`src/rtl/regfile_sb_if.sv`:
```
// Decode/write-back bus of the scoreboarded register file.
// master = decode and write-back stages, slave = register file.
interface regfile_sb_if #(
    parameter int unsigned XLEN = 32,
    parameter int unsigned AW   = 5
);
    logic [AW-1:0]   rs1_addr;
    logic [AW-1:0]   rs2_addr;
    logic [XLEN-1:0] rs1_data;
    logic [XLEN-1:0] rs2_data;
    logic            rs1_busy;
    logic            rs2_busy;
    logic            wr_en;
    logic [AW-1:0]   wr_addr;
    logic [XLEN-1:0] wr_data;
    logic            rsv_en;
    logic [AW-1:0]   rsv_addr;
    logic            rsv_ok;
    logic [AW:0]     busy_cnt;

    modport master (
        output rs1_addr, rs2_addr, wr_en, wr_addr, wr_data, rsv_en, rsv_addr,
        input  rs1_data, rs2_data, rs1_busy, rs2_busy, rsv_ok, busy_cnt
    );

    modport slave (
        input  rs1_addr, rs2_addr, wr_en, wr_addr, wr_data, rsv_en, rsv_addr,
        output rs1_data, rs2_data, rs1_busy, rs2_busy, rsv_ok, busy_cnt
    );
endinterface

```
`src/rtl/regfile_sb.sv`:
```
// Integer register file with two combinational read ports, one write port and a
// per-register busy scoreboard for RAW hazard detection.
module regfile_sb #(
    parameter int unsigned XLEN       = 32,
    parameter int unsigned NREGS      = 32,
    parameter int unsigned AW         = 5,
    parameter bit          INIT_INDEX = 1'b1,
    parameter bit          BYPASS     = 1'b1
) (
    input logic         clk,
    input logic         rst_n,
    regfile_sb_if.slave bus
);

    logic [XLEN-1:0]  regs_q [NREGS];
    logic [NREGS-1:0] busy_q, busy_d;
    logic [AW:0]      cnt_q, cnt_d;
    logic             wr_ok;
    logic             rsv_hit_wr;
    logic             rsv_ok;
    logic             cnt_inc, cnt_dec;

    logic [AW-1:0]    rd_addr [2];
    logic [XLEN-1:0]  rd_data [2];
    logic             rd_busy [2];

    // Address 0 and addresses beyond NREGS are treated as non-existent.
    function automatic logic addr_ok(input logic [AW-1:0] a);
        return (a != '0) && (32'(a) < NREGS);
    endfunction

    always_comb begin
        wr_ok      = bus.wr_en && addr_ok(bus.wr_addr);
        rsv_hit_wr = wr_ok && (bus.wr_addr == bus.rsv_addr);
        rsv_ok     = bus.rsv_en && addr_ok(bus.rsv_addr) &&
                     (!busy_q[bus.rsv_addr] || rsv_hit_wr);

        // Clear before set so a same-cycle reserve leaves the register busy.
        busy_d = busy_q;
        if (wr_ok) busy_d[bus.wr_addr] = 1'b0;
        if (rsv_ok) busy_d[bus.rsv_addr] = 1'b1;

        cnt_inc = rsv_ok && !busy_q[bus.rsv_addr];
        cnt_dec = wr_ok && busy_q[bus.wr_addr] && !(rsv_ok && rsv_hit_wr);
        cnt_d   = cnt_q + (AW+1)'(cnt_inc) - (AW+1)'(cnt_dec);
    end

    always_comb begin
        rd_addr[0] = bus.rs1_addr;
        rd_addr[1] = bus.rs2_addr;
        for (int p = 0; p < 2; p++) begin
            rd_data[p] = '0;
            rd_busy[p] = 1'b0;
            if (addr_ok(rd_addr[p])) begin
                if (BYPASS && wr_ok && (bus.wr_addr == rd_addr[p])) begin
                    rd_data[p] = bus.wr_data;
                end else begin
                    rd_data[p] = regs_q[rd_addr[p]];
                    rd_busy[p] = busy_q[rd_addr[p]];
                end
            end
        end
    end

    assign bus.rs1_data = rd_data[0];
    assign bus.rs2_data = rd_data[1];
    assign bus.rs1_busy = rd_busy[0];
    assign bus.rs2_busy = rd_busy[1];
    assign bus.rsv_ok   = rsv_ok;
    assign bus.busy_cnt = cnt_q;

    always_ff @(posedge clk) begin
        if (!rst_n) begin
            for (int i = 0; i < int'(NREGS); i++) begin
                regs_q[i] <= INIT_INDEX ? XLEN'(i) : '0;
            end
            busy_q <= '0;
            cnt_q  <= '0;
        end else begin
            if (wr_ok) regs_q[bus.wr_addr] <= bus.wr_data;
            busy_q <= busy_d;
            cnt_q  <= cnt_d;
        end
    end

endmodule

```
`src/flat_wrapper.sv`:
```
// flat-port wrapper written by rule: the top's interface ports become plain ports
module regfile_sb_flat 
#(
    parameter int unsigned XLEN       = 32,
    parameter int unsigned NREGS      = 32,
    parameter int unsigned AW         = 5,
    parameter bit          INIT_INDEX = 1'b1,
    parameter bit          BYPASS     = 1'b1
)
  (clk, rst_n, bus_rs1_addr, bus_rs2_addr, bus_wr_en, bus_wr_addr, bus_wr_data, bus_rsv_en, bus_rsv_addr, bus_rs1_data, bus_rs2_data, bus_rs1_busy, bus_rs2_busy, bus_rsv_ok, bus_busy_cnt);
  regfile_sb_if #(.XLEN(XLEN), .AW(AW)) bus_i ();
  input logic clk;
  input logic rst_n;
  input wire logic [$bits(bus_i.rs1_addr)-1:0] bus_rs1_addr;
  input wire logic [$bits(bus_i.rs2_addr)-1:0] bus_rs2_addr;
  input wire logic [$bits(bus_i.wr_en)-1:0] bus_wr_en;
  input wire logic [$bits(bus_i.wr_addr)-1:0] bus_wr_addr;
  input wire logic [$bits(bus_i.wr_data)-1:0] bus_wr_data;
  input wire logic [$bits(bus_i.rsv_en)-1:0] bus_rsv_en;
  input wire logic [$bits(bus_i.rsv_addr)-1:0] bus_rsv_addr;
  output wire logic [$bits(bus_i.rs1_data)-1:0] bus_rs1_data;
  output wire logic [$bits(bus_i.rs2_data)-1:0] bus_rs2_data;
  output wire logic [$bits(bus_i.rs1_busy)-1:0] bus_rs1_busy;
  output wire logic [$bits(bus_i.rs2_busy)-1:0] bus_rs2_busy;
  output wire logic [$bits(bus_i.rsv_ok)-1:0] bus_rsv_ok;
  output wire logic [$bits(bus_i.busy_cnt)-1:0] bus_busy_cnt;
  assign bus_i.rs1_addr = bus_rs1_addr;
  assign bus_i.rs2_addr = bus_rs2_addr;
  assign bus_i.wr_en = bus_wr_en;
  assign bus_i.wr_addr = bus_wr_addr;
  assign bus_i.wr_data = bus_wr_data;
  assign bus_i.rsv_en = bus_rsv_en;
  assign bus_i.rsv_addr = bus_rsv_addr;
  assign bus_rs1_data = bus_i.rs1_data;
  assign bus_rs2_data = bus_i.rs2_data;
  assign bus_rs1_busy = bus_i.rs1_busy;
  assign bus_rs2_busy = bus_i.rs2_busy;
  assign bus_rsv_ok = bus_i.rsv_ok;
  assign bus_busy_cnt = bus_i.busy_cnt;
  regfile_sb #(.XLEN(XLEN), .NREGS(NREGS), .AW(AW), .INIT_INDEX(INIT_INDEX), .BYPASS(BYPASS)) u_core (.clk(clk), .rst_n(rst_n), .bus(bus_i));
endmodule
```
`config.mk`:
```
export PLATFORM = sky130hd
export DESIGN_NAME = regfile_sb_flat
export DESIGN_NICKNAME = d
export VERILOG_FILES = /design/src/rtl/regfile_sb_if.sv /design/src/rtl/regfile_sb.sv /design/src/flat_wrapper.sv
export SDC_FILE = /design/constraint.sdc
export NUM_CORES = 2
export LEC_CHECK = 0
export CORE_MARGIN = 3
export CORE_UTILIZATION = 35
export CTS_BUF_LIST = sky130_fd_sc_hd__clkbuf_8
export DETAILED_ROUTE_END_ITERATION = 16
export PLACE_DENSITY_LB_ADDON = 0.25
export SLEW_MARGIN = 20
export SYNTH_ARGS = -nofsm -noshare
export SYNTH_HDL_FRONTEND = slang
export SYNTH_SLANG_ARGS = --single-unit
```
`constraint.sdc`:
```
create_clock -name clk -period 6.2 [get_ports clk]
set_clock_uncertainty 0.05 [all_clocks]
set_input_delay 1.24 -clock clk [delete_from_list [all_inputs] [get_ports clk]]
set_output_delay 1.24 -clock clk [all_outputs]
set_load 0.005 [all_outputs]
```
======== Word level (Yosys, flattened, before mapping) ========
Memory sizes are Yosys's and may differ from the RTL's.
Index checks and enable logic that the tools add are counted.
storage, ports and cells
  flip-flop bits (word level) ............. 38
  bits in writable memories ............... 1024
  output and inout port bits .............. 73
  word-level logic and storage cells ...... 66
  memories ................................ 1
memories
  memory         depth  bits a word  rd ports  clocked after Yosys merged registers in  write ports  RTL line          RTL
  u_core.regs_q  32     32           2         0                                        32           regfile_sb.sv:15  logic [XLEN-1:0] regs_q [NREGS];
operators by class
  add/sub/neg operators ................... 2
  $lt $le $gt $ge ......................... 6
  equality and inequality tests ........... 3
  multiplexer cells ....................... 29
  bitwise logic cells ..................... 3
  reduce and logical (&&, ||, !) cells .... 20
operators by type and width
  kind                number
  $mux 32             7
  $and 32x32->32      1
  $not 32->32         1
  $or 32x32->32       1
  $reduce_or 32->1    1
  $lt 5x6->1 const B  4
  $bmux 1 s5          4
  $reduce_bool 5->1   4
  $eq 5x5->1          3
  $mux 1              15
  $logic_and 1x1->1   12
  $demux 1 s5         2
  $ge 5x1->1 const B  2
  $add 6x1->6         1
  $sub 6x1->6         1
  $mux 5              1
  $logic_not 1->1     2
  $logic_or 1x1->1    1

======== Longest topological paths before layout ========
  depth after elaboration ................. 9
  gate-level depth with buffers ........... 15

======== Worst setup path after synthesis ========
No wires, ideal clock.
  kind .................................... input to register
  from .................................... in bus_wr_addr[4]
  to ...................................... mem u_core.regs_q[13][0] (enable)
  setup time .............................. 0.468 ns
  data arrival time ....................... 4.458 ns
  data required time ...................... 5.682 ns
  setup slack ............................. 1.224 ns
  stages on the path ...................... 5
  buffers on the path ..................... 2
  cells stage by stage .................... buf_4 > nand3b_1 > clkbuf_1 > or2_2 > o21ai_0
RTL lines
  element      RTL line            RTL
  from (decl)  flat_wrapper.sv:17  input wire logic [$bits(bus_i.wr_addr)-1:0] bus_wr_addr;
  to (decl)    regfile_sb.sv:15

======== Worst setup path in the final report ========
  from .................................... in bus_rs1_addr[1]
  to ...................................... out bus_rs1_data[0]
between the ends
  cells in the longest elaborated chain, start to end .. 4
  elaborated cells on any way between the ends .. 6
  classes of those cells .................. eq/ne (1); mux (2); reduce/logical (2); memory (1)
ends and longest elaborated chain
  element                                                RTL line            RTL
  from (decl)                                            flat_wrapper.sv:14  input wire logic [$bits(bus_i.rs1_addr)-1:0] bus_rs1_addr;
  branches (longest 3 deep; another with $mem_v2 32x32)  n/a
  $mux 32 (*)                                            regfile_sb.sv:54    if (addr_ok(rd_addr[p])) begin
  to (decl)                                              flat_wrapper.sv:21  output wire logic [$bits(bus_i.rs1_data)-1:0] bus_rs1_data;
Mark *: on every way between the ends.

==> results.py <==
metrics = {
    "synth": {
        "synth.distinct_cells": 59,
        "synth_area_um2": 58000,
        "synth.yosys.seq_area_share_pct": 54.3,
        "yosys_warnings": 0,
        "ys_ff_latch": 1061,
        "synthArstFlopShare_pct": 0,
        "synth_ff_type": "edfxtp_1",
        "netlist_instances": 4089,
        "synth_edf_count": 1023,
        "avgSynthCellArea_um2": 14.2,
    },
    "cells_and_area": {
        "multiInputGateArea_um2": 25000,
        "nets": 4292,
        "layout_commonest_cell": "edfxtp_1",
        "mostFrequentLayoutCells": "edfxtp_1 (1,023), and2_1 (886), mux4_2 (419)",
        "area_growth_pct": 14.4,
        "seq_area_um2": 31500,
        "drive_gt1_share_pct": 22.4,
        "fillCellCount": 15100,
        "fin_util_pct": 40.5,
    },
    "clocking": {
        "htree_levels": 4,
        "cts_buffer_depth": 3,
        "cts_root_buf": "clkbuf_8",
        "ctsHoldBuffers": 0,
        "postCtsSetupRepairBufs": 0,
        "clk_latency_ns": 0.93,
        "cts_tree": "built",
        "cts_sinks": 1061,
        "numCtsBuffers": 180,
        "clkTransAtPathRegs_ns": 0.06,
        "ctsResizeCount": 0,
    },
    "timing": {
        "slew_headroom_pct": 19.2,
        "finalSetupViolCount": 0,
        "rsz0062_at_grt": "no",
        "tns_ns": 0,
        "min_period_ns": 5.82,
        "hold_violations": 0,
        "worst_slew_pin_slew_ns": 1.21,
        "finalCritPeriodShare_pct": 93.9,
        "clock.fmax_mhz": 172,
        "drv_slew": 0,
        "hold-worst-slack_ns": 0.470,
    },
    "drt": {
        "totalWireLength_mm": 220,
        "wire_per_inst_um": 33.5,
        "routed_via_density": 6.05,
        "ant_nets": 0,
        "drt_first_pass_iters": 5,
        "drc": 0,
        "vias": 39600,
        "first_iter_violations": 4972,
    },
    "floorplan": {
        "rows": 148,
        "io_pins": 129,
        "core_um2": 164000,
        "die_w_um": 413,
        "dieArea_um2": 171000,
        "die_y_um": 413,
        "start_util_pct": 35.4,
    },
    "global_routing": {
        "grt_max_degree": 75,
        "grt_pass1_vias": 39700,
        "grt_pass1_wl_mm": 306,
        "antenna_found_initial": 17,
        "grt_overflow_total": 0,
        "grt_usage_pct": 25.5,
    },
    "worst_setup_path": {
        "setup.worst_path.end_class": "primary output",
        "worstPathMaxFanout": 33,
        "startpoint_type": "primary input",
        "path_class": "primary input to primary output",
        "rr_worst_depth": 13,
        "path_cells": "buf_8 -> nor2b_4 -> buf_4 -> a221oi_1 -> nor3_1 -> nor3_1 -> buf_4 -> a211o_1 -> clkdlybuf4s50_1",
        "worstPathArrival_ns": 4.53,
        "cp.required_ns": 4.91,
        "critical_path.max_stage_delay_ns": 0.62,
        "crit_path_top_delay_cell": "nor3_1",
    },
    "worst_hold_path": {
        "hold_depth": 2,
        "hold_class": "register to register",
    },
    "power_and_ir_drop": {
        "vdd_ir_drop_max_v": 0.000224,
        "p_leak_nw": 23.2,
        "p_per_area_nw_per_um2": 255,
        "p_total_mw": 16.9,
    },
    "placed_design": {
        "port_buffers": 128,
        "dp_hpwl_mm": 137,
        "gp_congestion": 0.898,
    },
    "status": {
        "outcome": "completed",
    },
    "flow_run": {
        "max_cap_violations": 0,
    },
}
-- power breakdown --
part	leakage (nW)	internal [mW]	switching (mW)
clock	1.88	2.84	2.99
combinational	11.2	1.07	1.58
sequential	10.1	8.26	0.201
total	23.2	12.2	4.77
-- worst paths after layout --
path | from | end | slack, ns
hold reg to reg | u_core.busy_q[21]$_SDFF_PN0_ | u_core.busy_q[21]$_SDFF_PN0_ | 0.47
setup reg to reg | u_core.busy_q[31]$_SDFF_PN0_ | u_core.bus.busy_cnt[4]$_SDFF_PN0_ | 2.91
hold / removal | u_core.busy_q[21]$_SDFF_PN0_ | u_core.busy_q[21]$_SDFF_PN0_ | 0.47
setup / recovery | bus_rs1_addr[1] | bus_rs1_data[0] | 0.38
-- flip-flops by register name (all words and copies together), names as in the netlist --
register / flops
u_core.regs_q: 1023
u_core.busy_q: 32
u_core.bus.busy_cnt: 6
-- layer usage --
layer | vias up | global-route usage, % | part of all wire (%)
met4 | 6 | 9.26 | 3.7
met1 | 20700 | 34.3 | 40
met2 | 2379 | 39.6 | 46
met5 | - | 0 | 0.069
met3 | 415 | 6.57 | 10
li1 | 16200 | - | -
-- final cells by class --
cell class,count,area share (%)
well taps,2175,4.10
inverters,52,0.294
diodes,9,0.0340
multi-input cells,2565,37.7
flip-flops and latches,1061,47.5
repair buffers,369,5.61
clock inverters,138,0.956
clock buffers,185,3.84
-- cells by family (layout without fill, tap and decap cells) --
group,after synthesis,in the layout,share of synthesized area [%]
flops,1061,1061,54.3
other cells,1,40,0.00647
xor+xnor,19,19,0.287
fa+ha+maj,7,7,0.164
buf+inv,493,744,3.79
compound gates,560,560,7.04
simple gates,1198,1198,12.4
mux,750,750,22.0
-- cells in the mapped netlist (34+ instances only) --
library cell,number,area (um^2)
a211o_1,62,543
a211oi_1,77,578
a21oi_1,57,285
a221oi_1,110,963
a22oi_1,46,345
and2_1,886,5540
buf_2,85,425
buf_4,49,368
clkbuf_1,284,1070
dfxtp_1,38,761
edfxtp_1,1023,30700
inv_1,51,191
mux2i_1,321,3210
mux4_2,419,9440
nand2_1,50,188
nor2_1,40,150
nor3_1,64,320
o21ai_0,42,210
o21bai_1,34,255
o22ai_1,97,607
or3_1,80,500
-- critical path: cells and delay by family --
family          cells  cell delay (ns)
buf+inv             4             1.42
compound gates      2             0.53
simple gates        3             1.29
-- stage by stage --
step / worst slack [ns] / cells / instance area [um^2]
final: 0.381 / 6554 / 66300
after global routing: 0.448 / 6547 / 66300
after CTS: 0.452 / 6542 / 66200
after detailed placement: 0.464 / 6219 / 63000
after global placement: 0.396 / 6217 / 63000
after floorplan: 1.22 / 4119 / 58100
Note: power is estimated with default switching activity, not from simulation.
